<file path="src/rtl/vpu_pkg.sv">
// Shared definitions for the VPU ALU issue sequencer: op codes, lane geometry, FSM states.
// VPU_ISSUE_MUL_EN adds the MULSTEP state and makes op 11 (MUL) legal.
package vpu_pkg;

  localparam int VLANES = 8;
  localparam int ELEN   = 16;

  localparam logic [3:0] OP_PASS = 4'd0;
  localparam logic [3:0] OP_ADD  = 4'd1;
  localparam logic [3:0] OP_SUB  = 4'd2;
  localparam logic [3:0] OP_AND  = 4'd3;
  localparam logic [3:0] OP_OR   = 4'd4;
  localparam logic [3:0] OP_XOR  = 4'd5;
  localparam logic [3:0] OP_MAX  = 4'd6;
  localparam logic [3:0] OP_MIN  = 4'd7;
  localparam logic [3:0] OP_SLL  = 4'd8;
  localparam logic [3:0] OP_SRL  = 4'd9;
  localparam logic [3:0] OP_SRA  = 4'd10;
  localparam logic [3:0] OP_MUL  = 4'd11;

  // bit positions inside the one-hot select vector
  localparam int SEL_ADD = 0;
  localparam int SEL_SUB = 1;
  localparam int SEL_AND = 2;
  localparam int SEL_OR  = 3;
  localparam int SEL_XOR = 4;
  localparam int SEL_MAX = 5;
  localparam int SEL_MIN = 6;
  localparam int SEL_SLL = 7;
  localparam int SEL_SRL = 8;
  localparam int SEL_SRA = 9;

`ifdef VPU_ISSUE_MUL_EN
  typedef enum logic [1:0] {
    ST_IDLE    = 2'd0,
    ST_ISSUE   = 2'd1,
    ST_MULSTEP = 2'd2,
    ST_DONE    = 2'd3
  } vpu_state_e;
`else
  typedef enum logic [1:0] {
    ST_IDLE  = 2'd0,
    ST_ISSUE = 2'd1,
    ST_DONE  = 2'd3
  } vpu_state_e;
`endif

  function automatic logic op_legal(input logic [3:0] op);
`ifdef VPU_ISSUE_MUL_EN
    return (op <= OP_MUL);
`else
    return (op <= OP_SRA);
`endif
  endfunction

  // PASS and MUL carry no direct select; MUL is sequenced through the adder
  function automatic logic [9:0] op_sel(input logic [3:0] op);
    logic [9:0] s;
    s = '0;
    case (op)
      OP_ADD:  s[SEL_ADD] = 1'b1;
      OP_SUB:  s[SEL_SUB] = 1'b1;
      OP_AND:  s[SEL_AND] = 1'b1;
      OP_OR:   s[SEL_OR]  = 1'b1;
      OP_XOR:  s[SEL_XOR] = 1'b1;
      OP_MAX:  s[SEL_MAX] = 1'b1;
      OP_MIN:  s[SEL_MIN] = 1'b1;
      OP_SLL:  s[SEL_SLL] = 1'b1;
      OP_SRL:  s[SEL_SRL] = 1'b1;
      OP_SRA:  s[SEL_SRA] = 1'b1;
      default: s = '0;
    endcase
    return s;
  endfunction

endpackage

</file>
<file path="src/rtl/vpu_mul_seq.sv">
// Shift-and-add multiply sequencer: one partial product per step through the shared ALU adder.
// Only instantiated when VPU_ISSUE_MUL_EN is defined.
module vpu_mul_seq
  import vpu_pkg::*;
(
  input  logic            clk,
  input  logic            rst_n,
  input  logic            i_start,
  input  logic            i_step,
  input  logic [ELEN-1:0] i_a,
  input  logic [ELEN-1:0] i_b,
  input  logic [ELEN-1:0] i_sum,
  output logic [ELEN-1:0] o_acc,
  output logic [ELEN-1:0] o_addend,
  output logic            o_last
);

  logic [ELEN-1:0] r_a;
  logic [ELEN-1:0] r_b;
  logic [ELEN-1:0] r_acc;
  logic [3:0]      r_step;

  always_ff @(posedge clk or negedge rst_n) begin
    if (!rst_n) begin
      r_a    <= '0;
      r_b    <= '0;
      r_acc  <= '0;
      r_step <= '0;
    end else if (i_start) begin
      // start wins over step so the last step of one element can load the next
      r_a    <= i_a;
      r_b    <= i_b;
      r_acc  <= '0;
      r_step <= '0;
    end else if (i_step) begin
      r_acc  <= i_sum;
      r_step <= r_step + 4'd1;
    end
  end

  assign o_acc    = r_acc;
  assign o_addend = r_b[r_step] ? (r_a << r_step) : '0;
  assign o_last   = (r_step == 4'd15);

endmodule

</file>
<file path="src/rtl/vpu_alu_issue.sv">
// Issues vector requests one 16-bit element per cycle to an external combinational ALU.
// Define VPU_ISSUE_MUL_EN to enable MUL (op 11) via the vpu_mul_seq shift-and-add sequencer.
//
// state   | meaning
// IDLE    | req_ready high, waiting for a request
// ISSUE   | drive element r_elem to the ALU, store result into its lane
// MULSTEP | one of 16 shift-and-add steps of a MUL element (MUL build only)
// DONE    | rsp_valid high, response held until rsp_ready
module vpu_alu_issue
  import vpu_pkg::*;
(
  input  logic                   clk,
  input  logic                   rst_n,
  input  logic                   req_valid,
  output logic                   req_ready,
  input  logic [3:0]             req_op,
  input  logic [2:0]             req_vlen,
  input  logic [VLANES*ELEN-1:0] req_vs1,
  input  logic [VLANES*ELEN-1:0] req_vs2,
  input  logic                   req_bcast,
  output logic                   alu_enable,
  output logic                   alu_addsel,
  output logic                   alu_subsel,
  output logic                   alu_andsel,
  output logic                   alu_orsel,
  output logic                   alu_xorsel,
  output logic                   alu_maxsel,
  output logic                   alu_minsel,
  output logic                   alu_sllsel,
  output logic                   alu_srlsel,
  output logic                   alu_srasel,
  output logic [ELEN-1:0]        alu_ds1,
  output logic [ELEN-1:0]        alu_ds2,
  input  logic [ELEN-1:0]        alu_rd,
  input  logic                   alu_gt,
  input  logic                   alu_eq,
  output logic                   rsp_valid,
  input  logic                   rsp_ready,
  output logic [VLANES*ELEN-1:0] rsp_vd,
  output logic [VLANES-1:0]      rsp_gt,
  output logic [VLANES-1:0]      rsp_eq,
  output logic                   rsp_err
);

  vpu_state_e r_state, w_state_nxt;
  logic                   r_live;
  logic [3:0]             r_op;
  logic [2:0]             r_vlen;
  logic [2:0]             r_elem;
  logic [VLANES*ELEN-1:0] r_vs1;
  logic [VLANES*ELEN-1:0] r_vs2;
  logic                   r_bcast;
  logic [VLANES*ELEN-1:0] r_vd;
  logic [VLANES-1:0]      r_gt;
  logic [VLANES-1:0]      r_eq;
  logic                   r_err;

  logic [9:0]      w_sel;
  logic            w_accept;
  logic            w_last;
  logic            w_store;
  logic [ELEN-1:0] w_st_rd;
  logic            w_st_gt;
  logic            w_st_eq;
  logic [ELEN-1:0] w_ds1_e;
  logic [ELEN-1:0] w_ds2_e;

  // req_ready stays low through reset and rises on the first clock after release
  assign req_ready = r_live && (r_state == ST_IDLE);
  assign w_accept  = req_valid && req_ready;
  assign w_last    = (r_elem == r_vlen);
  assign w_ds1_e   = r_vs1[{r_elem, 4'b0000} +: ELEN];
  assign w_ds2_e   = r_bcast ? r_vs2[ELEN-1:0] : r_vs2[{r_elem, 4'b0000} +: ELEN];

`ifdef VPU_ISSUE_MUL_EN
  logic            w_mul_start;
  logic            w_mul_step;
  logic            w_mul_last;
  logic [2:0]      w_ld_elem;
  logic [ELEN-1:0] w_mul_a;
  logic [ELEN-1:0] w_mul_b;
  logic [ELEN-1:0] w_mul_acc;
  logic [ELEN-1:0] w_mul_addend;

  // from MULSTEP the sequencer reloads with the element after the one being finished
  assign w_ld_elem = (r_state == ST_ISSUE) ? r_elem : (r_elem + 3'd1);
  assign w_mul_a   = r_vs1[{w_ld_elem, 4'b0000} +: ELEN];
  assign w_mul_b   = r_bcast ? r_vs2[ELEN-1:0] : r_vs2[{w_ld_elem, 4'b0000} +: ELEN];

  vpu_mul_seq u_mul_seq (
    .clk      (clk),
    .rst_n    (rst_n),
    .i_start  (w_mul_start),
    .i_step   (w_mul_step),
    .i_a      (w_mul_a),
    .i_b      (w_mul_b),
    .i_sum    (alu_rd),
    .o_acc    (w_mul_acc),
    .o_addend (w_mul_addend),
    .o_last   (w_mul_last)
  );
`endif

  always_comb begin
    w_state_nxt = r_state;
    w_sel       = '0;
    alu_enable  = 1'b0;
    alu_ds1     = '0;
    alu_ds2     = '0;
    w_store     = 1'b0;
    w_st_rd     = alu_rd;
    w_st_gt     = alu_gt;
    w_st_eq     = alu_eq;
`ifdef VPU_ISSUE_MUL_EN
    w_mul_start = 1'b0;
    w_mul_step  = 1'b0;
`endif
    case (r_state)
      ST_IDLE: begin
        if (w_accept) w_state_nxt = op_legal(req_op) ? ST_ISSUE : ST_DONE;
      end
      ST_ISSUE: begin
`ifdef VPU_ISSUE_MUL_EN
        // MUL spends its ISSUE cycle loading element 0 into the sequencer
        if (r_op == OP_MUL) begin
          alu_enable     = 1'b1;
          w_sel[SEL_ADD] = 1'b1;
          w_mul_start    = 1'b1;
          w_state_nxt    = ST_MULSTEP;
        end else
`endif
        begin
          alu_enable = (r_op != OP_PASS);
          w_sel      = op_sel(r_op);
          alu_ds1    = w_ds1_e;
          alu_ds2    = w_ds2_e;
          w_store    = 1'b1;
          if (w_last) w_state_nxt = ST_DONE;
        end
      end
`ifdef VPU_ISSUE_MUL_EN
      ST_MULSTEP: begin
        alu_enable     = 1'b1;
        w_sel[SEL_ADD] = 1'b1;
        alu_ds1        = w_mul_acc;
        alu_ds2        = w_mul_addend;
        w_mul_step     = 1'b1;
        if (w_mul_last) begin
          w_store = 1'b1;
          w_st_gt = 1'b0;
          w_st_eq = 1'b0;
          if (w_last) w_state_nxt = ST_DONE;
          else        w_mul_start = 1'b1;
        end
      end
`endif
      ST_DONE: begin
        if (rsp_ready) w_state_nxt = ST_IDLE;
      end
      default: w_state_nxt = ST_IDLE;
    endcase
  end

  assign alu_addsel = w_sel[SEL_ADD];
  assign alu_subsel = w_sel[SEL_SUB];
  assign alu_andsel = w_sel[SEL_AND];
  assign alu_orsel  = w_sel[SEL_OR];
  assign alu_xorsel = w_sel[SEL_XOR];
  assign alu_maxsel = w_sel[SEL_MAX];
  assign alu_minsel = w_sel[SEL_MIN];
  assign alu_sllsel = w_sel[SEL_SLL];
  assign alu_srlsel = w_sel[SEL_SRL];
  assign alu_srasel = w_sel[SEL_SRA];

  always_ff @(posedge clk or negedge rst_n) begin
    if (!rst_n) begin
      r_state <= ST_IDLE;
      r_live  <= 1'b0;
      r_op    <= '0;
      r_vlen  <= '0;
      r_elem  <= '0;
      r_vs1   <= '0;
      r_vs2   <= '0;
      r_bcast <= 1'b0;
      r_vd    <= '0;
      r_gt    <= '0;
      r_eq    <= '0;
      r_err   <= 1'b0;
    end else begin
      r_state <= w_state_nxt;
      r_live  <= 1'b1;
      if (w_accept) begin
        // lanes above vlen, and every lane of an illegal op, stay zero
        r_op    <= req_op;
        r_vlen  <= req_vlen;
        r_vs1   <= req_vs1;
        r_vs2   <= req_vs2;
        r_bcast <= req_bcast;
        r_elem  <= '0;
        r_vd    <= '0;
        r_gt    <= '0;
        r_eq    <= '0;
        r_err   <= ~op_legal(req_op);
      end else if (w_store) begin
        r_vd[{r_elem, 4'b0000} +: ELEN] <= w_st_rd;
        r_gt[r_elem]                    <= w_st_gt;
        r_eq[r_elem]                    <= w_st_eq;
        if (!w_last) r_elem <= r_elem + 3'd1;
      end
    end
  end

  assign rsp_valid = (r_state == ST_DONE);
  assign rsp_vd    = r_vd;
  assign rsp_gt    = r_gt;
  assign rsp_eq    = r_eq;
  assign rsp_err   = r_err;

endmodule

</file>
<file path="config.mk">
export PLATFORM = sky130hd
export DESIGN_NAME = vpu_alu_issue
export DESIGN_NICKNAME = d
export VERILOG_FILES = /design/src/rtl/vpu_pkg.sv /design/src/rtl/vpu_mul_seq.sv /design/src/rtl/vpu_alu_issue.sv
export SDC_FILE = /design/constraint.sdc
export NUM_CORES = 1
export LEC_CHECK = 0
export ABC_AREA = 1
export CAP_MARGIN = 10
export CORE_MARGIN = 2
export CORE_UTILIZATION = 50
export DETAILED_ROUTE_END_ITERATION = 10
export PLACE_DENSITY_LB_ADDON = 0.3
export REMOVE_ABC_BUFFERS = 1
export SLEW_MARGIN = 5
export SYNTH_ARGS = -nofsm -noshare
export SYNTH_HDL_FRONTEND = slang
export SYNTH_SLANG_ARGS = --single-unit
export TNS_END_PERCENT = 50
</file>
<file path="constraint.sdc">
create_clock -name clk -period 3 [get_ports clk]
set_input_delay 0.6 -clock clk [delete_from_list [all_inputs] [get_ports clk]]
set_output_delay 0.6 -clock clk [all_outputs]
set_load 0.02 [all_outputs]
</file>
Word-level counts from Yosys, hierarchy flattened
Index checks and enable logic that the tools add are counted.
Widths: inputs -> output; s select.
{"block": "totals", "ff_bits": 415, "out_inout_bits": 190, "elab_cells": 82}
{"block": "classes", "add_sub_neg": 2, "n_lt_le_gt_ge": 3, "eq_ne": 17, "n_shift": 4, "muxes": 35, "n_bitwise": 1, "n_reduce_logical": 8}
{"operator": "$mux 128", "count": 2}
{"operator": "$shiftx 128x8->16", "count": 2}
{"operator": "$bwmux 128", "count": 1}
{"operator": "$shift 16x9->128 const A", "count": 1}
{"operator": "$shiftx 16x9->128", "count": 1}
{"operator": "$mux 16", "count": 3}
{"operator": "$mux 8", "count": 4}
{"operator": "$bwmux 8", "count": 2}
{"operator": "$eq 4x3->1 const B", "count": 4}
{"operator": "$mux 1", "count": 13}
{"operator": "$eq 4x4->1 const B", "count": 3}
{"operator": "$mux 10", "count": 1}
{"operator": "$mux 3", "count": 3}
{"operator": "$neg 7->9", "count": 1}
{"operator": "$eq 4x2->1 const B", "count": 2}
{"operator": "$mux 2", "count": 4}
{"operator": "$ne 2x2->1 const B", "count": 3}
{"operator": "$pmux 2 s3", "count": 1}
{"operator": "$eq 4x1->1 const B", "count": 1}
{"operator": "$le 4x4->1 const B", "count": 1}
{"operator": "$lt 3x4->1 const B", "count": 1}
{"operator": "$reduce_bool 4->1", "count": 1}
{"operator": "$add 3x1->3 const B", "count": 1}
{"operator": "$demux 1 s3", "count": 1}
{"operator": "11 further kinds", "count": 13}

Longest topological paths before layout
Gate-level depths: netlist of run 1.
{"block": "depth", "word_depth": 7, "ltp_mapped": 14, "depth_no_buf": 9}

Worst setup path before layout of run 1
Ideal clock, no wire load.
{"block": "synth_path", "path_type": "reg2reg", "start": "register r_elem[0]", "end": "register r_vd[69], in the netlist rsp_vd[69]", "setup_ns": 0.126, "t_arrival_ns": 2.300, "required_ns": 2.874, "path_slack_ns": 0.573, "path_stages_with_launch": 14, "path_cell_list": "dfrtp_1 -> buf_4 -> inv_2 -> buf_6 -> buf_6 -> buf_6 -> ha_1 -> ha_1 -> buf_4 -> nand3_1 -> nor2_1 -> a21o_1 -> buf_2 -> o22ai_1"}
{"block": "synth_via", "elab_chain_cells": 5, "word_cells_on_any_way": 6, "cone_classes": "add/sub (1); shift (2); mux (3)"}
{"element": "start, declared", "line_no": "vpu_alu_issue.sv:49", "rtl": "logic [2:0] r_elem;"}
{"element": "start signal, assigned", "line_no": "vpu_alu_issue.sv:208", "rtl": "if (!w_last) r_elem <= r_elem + 3'd1;"}
{"element": "$neg 7->9 *", "line_no": "vpu_alu_issue.sv:205", "rtl": "r_vd[{r_elem, 4'b0000} +: ELEN] <= w_st_rd;"}
{"element": "$shiftx 16x9->128 / $shift 16x9->128 (equally long branches)", "line_no": "vpu_alu_issue.sv:205"}
{"element": "$bwmux 128 *", "line_no": "vpu_alu_issue.sv:205"}
{"element": "$mux 128 *", "line_no": "vpu_alu_issue.sv:204", "rtl": "end else if (w_store) begin"}
{"element": "$mux 128 *", "line_no": "vpu_alu_issue.sv:192", "rtl": "if (w_accept) begin"}
{"element": "end signal, assigned by index", "line_no": "vpu_alu_issue.sv:205"}
{"element": "end, declared", "line_no": "vpu_alu_issue.sv:53", "rtl": "logic [VLANES*ELEN-1:0] r_vd;"}
Mark *: on every way between the ends. The rest lies on a longest branch, timed or not. The select of a mux whose other input is x is not followed.
A chain may end at the register's enable or synchronous reset.

Final worst setup path of run 1
{"block": "layout_path", "start": "register r_elem[1]", "end": "output alu_ds1[3]"}
{"block": "layout_via", "elab_chain_cells": 2}
{"element": "$shiftx 128x8->16", "line_no": "vpu_alu_issue.sv:72", "rtl": "assign w_ds1_e = r_vs1[{r_elem, 4'b0000} +: ELEN];"}
{"element": "$mux 16", "line_no": "vpu_alu_issue.sv:118", "rtl": "case (r_state)"}
{"element": "end, declared", "line_no": "vpu_alu_issue.sv:32", "rtl": "output logic [ELEN-1:0] alu_ds1,"}
No other way between the ends.

==> qor.csv, run 1 <==
stage,metric,value,unit
floorplanning,die_w,200.0,um
worst_setup_path,timing.reg2reg.setup_slack,0.18,ns
clock_network,cts_tree,built,
synth,synthTopCellsByArea,"dfrtp_1 54%, nand2_1 25%, nand3_1 4.2%",
sta,grt_setup_unrepaired,yes,
global_route,globalRouteTotalUtil,31.35,%
placement,dpl.hpwl,44620,um
min_path,min_path_type,primary input to async pin,
synth,syn-cell-area,19200,um^2
synth,yosys_warnings,0,
detailed_routing,drtIter0Drc,1729,
sta,finalSetupViolCount,0,
global_route,antenna_found_initial,6,
detailed_routing,drtAntennaViolNets,0,
sta,relSlewSlack,52.82,%
worst_setup_path,end_kind,primary output,
final_layout,drive_gt1_share,7.279,%
floorplanning,core,37760,um^2
floorplanning,die_y,200.0,um
run,maxCapViolations,0,
synth,ys_types,34,
clock_network,clkTransAtPathRegs,0.06,ns
global_route,grt_pass1_vias,18151,
sta,fin_hold_ws,0.02411,ns
detailed_routing,post_drt_wl_per_cell,18.39,um
power,peakVddDrop,0.0005291,V
power,powerDensity,998.3,nW/um^2
clock_network,cts_hold_buf,0,
floorplanning,die_area,39980,um^2
worst_setup_path,cp-start-kind,register,
worst_setup_path,cp_max_fo,7,
final_layout,final_common_cell,nand2_1,
synth,yosysTopAreaCellShare,54.09,%
clock_network,numCtsBuffers,42,
synth,ys_ff_latch,415,
clock_network,clockRootBuffer,clkbuf_16,
clock_network,clockBufferDepth,3,
worst_setup_path,startpoint,r_elem[1],
final_layout,layout_common_cells,"1266 x nand2_1, 442 x clkdlybuf4s50_1, 412 x dfrtp_1, 162 x nand3_1, 97 x o21ai_0",
detailed_routing,vias,18598,
clock_network,insertion_delay,0.54,ns
worst_setup_path,worstReg2RegStart,r_elem[0],
final_layout,final_util,68.80,%
synth,yosysSeqAreaShare,54.09,%
detailed_routing,drt-total-wl,63570,um
power,p_leak,12.69,nW
status,outcome,"finished, final reports clean",
sta,worst_slew_pin_slew,0.7066,ns
sta,min_period_over_period,99.71,%
worst_setup_path,cp.required,2.40,ns
synth,syn_area_per_cell,7.757,um^2
sta,hold_viol,0,
worst_setup_path,reg2regPathDepth,11,
global_route,grt_pass1_wl,96970,um
synth,netlist_instances,2475,
sta,maxSlewViolCount,0,
detailed_routing,viasPerCell,5.380,
final_layout,nets,3202,
clock_network,htree_levels,2,
detailed_routing,route.detailed.drc,0,
worst_setup_path,r2r_end,rsp_vd[115],
placement,numPortBuffers,475,
sta,max_freq,0.3343,GHz
floorplanning,ioPinCount,476,
clock_network,cts_sinks,415,
placement,gp_congestion,0.9817,
global_route,overflow,0,
final_layout,area_growth,35.30,%
sta,min_period,2.991,ns
global_route,grt_start_max_net_pins,90,
floorplanning,row_count,71,
worst_setup_path,worstSetupPathType,register to primary output,
sta,clock_skew,0.01530,ns
synth,synth_area_leader_cell,dfrtp_1,
floorplanning,start_util,50.85,%
detailed_routing,drtPass1Iterations,6,
worst_setup_path,cp.arrival,2.39,ns
==> per-layer routing <==
| metal | up-vias | part of all wire, % | track usage (%) |
|---|---|---|---|
| met5 | - | 0 | 0 |
| met3 | 160 | 7.9 | 5.343 |
| met2 | 937 | 48 | 51.61 |
| li1 | 8672 | - | - |
| met4 | 0 | 5.1 | 16.16 |
| met1 | 8829 | 39 | 40.11 |
==> repair_timing <==
| item | in CTS | in global routing |
|---|---|---|
| gates resized for setup | 89 | 41 |
| endpoints found under the setup margin | 32 | 57 |
| pin swaps | 1 | 1 |
| cloned | 1 | 1 |
| setup buffers | 9 | 0 |
==> how the worst max path moves through the flow <==
stage,endpoint,slack (ns),cells past startpoint
finish,alu_ds1[3],0.009,9
global route,alu_ds1[3],-0.10,10
CTS,alu_ds2[2],-0.02,9
detailed placement,alu_ds2[14],0.09,8
global placement,alu_ds2[14],0.11,8
floorplan,rsp_vd[112],-6.34,5
==> sequential cells by signal, indices dropped and copies added (netlist names) <==
signal / flops
r_elem: 3
rsp_gt: 8
rsp_eq: 8
r_vlen: 3
r_vs1: 128
rsp_err: 1
r_op: 4
r_vs2: 128
rsp_vd: 128
r_live: 1
r_bcast: 1
r_state: 2
==> critical path: stages, from the launching register on <==
cell and delay (ns):
dfrtp_4 0.52, inv_2 0.21, nand2_2 0.13, nor2_4 0.20, buf_12 0.14, nand2_1 0.05, nand2_1 0.06, nor2_1 0.04
a21oi_1 0.13, dlygate4sd2_1 0.36
==> kinds of logic (layout without fill, tap and decap cells) <==
| group | after synthesis | in the layout | synth area share (%) |
|---|---|---|---|
| AOI/OAI and AO/OA | 238 | 238 | 6.380 |
| buffers and inverters | 242 | 707 | 5.950 |
| other | 1 | 7 | 0.01953 |
| xor gates and xnor gates | 4 | 4 | 0.1825 |
| DFF | 415 | 415 | 54.09 |
| and+or+nand+nor | 1568 | 1568 | 32.92 |
| adders and majority gates | 7 | 7 | 0.4562 |
==> metrics by stage <==
stage | TNS (ns) | instance area (um^2) | worst slack [ns] | power, mW | std cells
after floorplan | -2147.64 | 18380 | -6.340 | 15.43 | 2318
after global placement | 0 | 24460 | 0.1117 | 20.11 | 3365
after detailed placement | 0 | 24460 | 0.09010 | 20.41 | 3365
after CTS | -0.03191 | 25970 | -0.02197 | 25.81 | 3450
after global routing | -0.7573 | 25980 | -0.1042 | 27.58 | 3457
final | 0 | 25980 | 0.008620 | 25.93 | 3457
==> Yosys cell counts <==
library cell	count
nand3_2	7
inv_2	6
o22ai_1	15
clkbuf_1	48
nor2_4	4
or2_2	1
nand2_2	3
a21oi_1	57
nand2_1	1267
clkinv_1	6
nor3_1	1
o21a_1	5
ha_1	7
inv_4	1
nor3b_1	1
buf_4	10
buf_1	9
nor2_1	72
inv_1	72
xor2_1	1
o21ai_1	63
o21ai_0	97
nand3_1	163
nor2_2	2
buf_6	13
clkbuf_2	2
xnor2_1	3
conb_1	1
nor2_8	1
a21o_1	1
buf_2	75
dfrtp_1	415
nand4_2	1
nand4_1	45
==> report_power, final <==
part	leakage, nW	total, mW	internal [mW]	switching (mW)
Sequential	5.36	9.29	7.85	1.44
Clock	0.675	5.21	3.01	2.20
Combinational	6.66	11.4	4.29	7.14
Total	12.7	25.9	15.2	10.8
==> area by class of cell <==
| type | count | area (um^2) |
|---|---|---|
| antenna | 6 | 15.01 |
| clock buffer | 62 | 1267 |
| clock inverter | 13 | 101.3 |
| fill | 3026 | 11780 |
| inverter | 85 | 344.1 |
| multi-input combinational | 1818 | 7726 |
| sequential | 415 | 10390 |
| tap | 511 | 639.4 |
| timing repair buffer | 547 | 5489 |
No activity file was read; power rests on OpenSTA's default activity.
==> inputs of run 2 (changes only) <==
Settings changed: SLEW_MARGIN 5 to 0.
==> results of run 2 <==
Same layout as run 1: the final DEF is identical, and so are final timing and power.
==> inputs of run 3 (changes only) <==
Settings changed: GPL_ROUTABILITY_DRIVEN set to 1.
==> results of run 3 <==
Same layout as run 1: the final DEF is identical, and so are final timing and power.
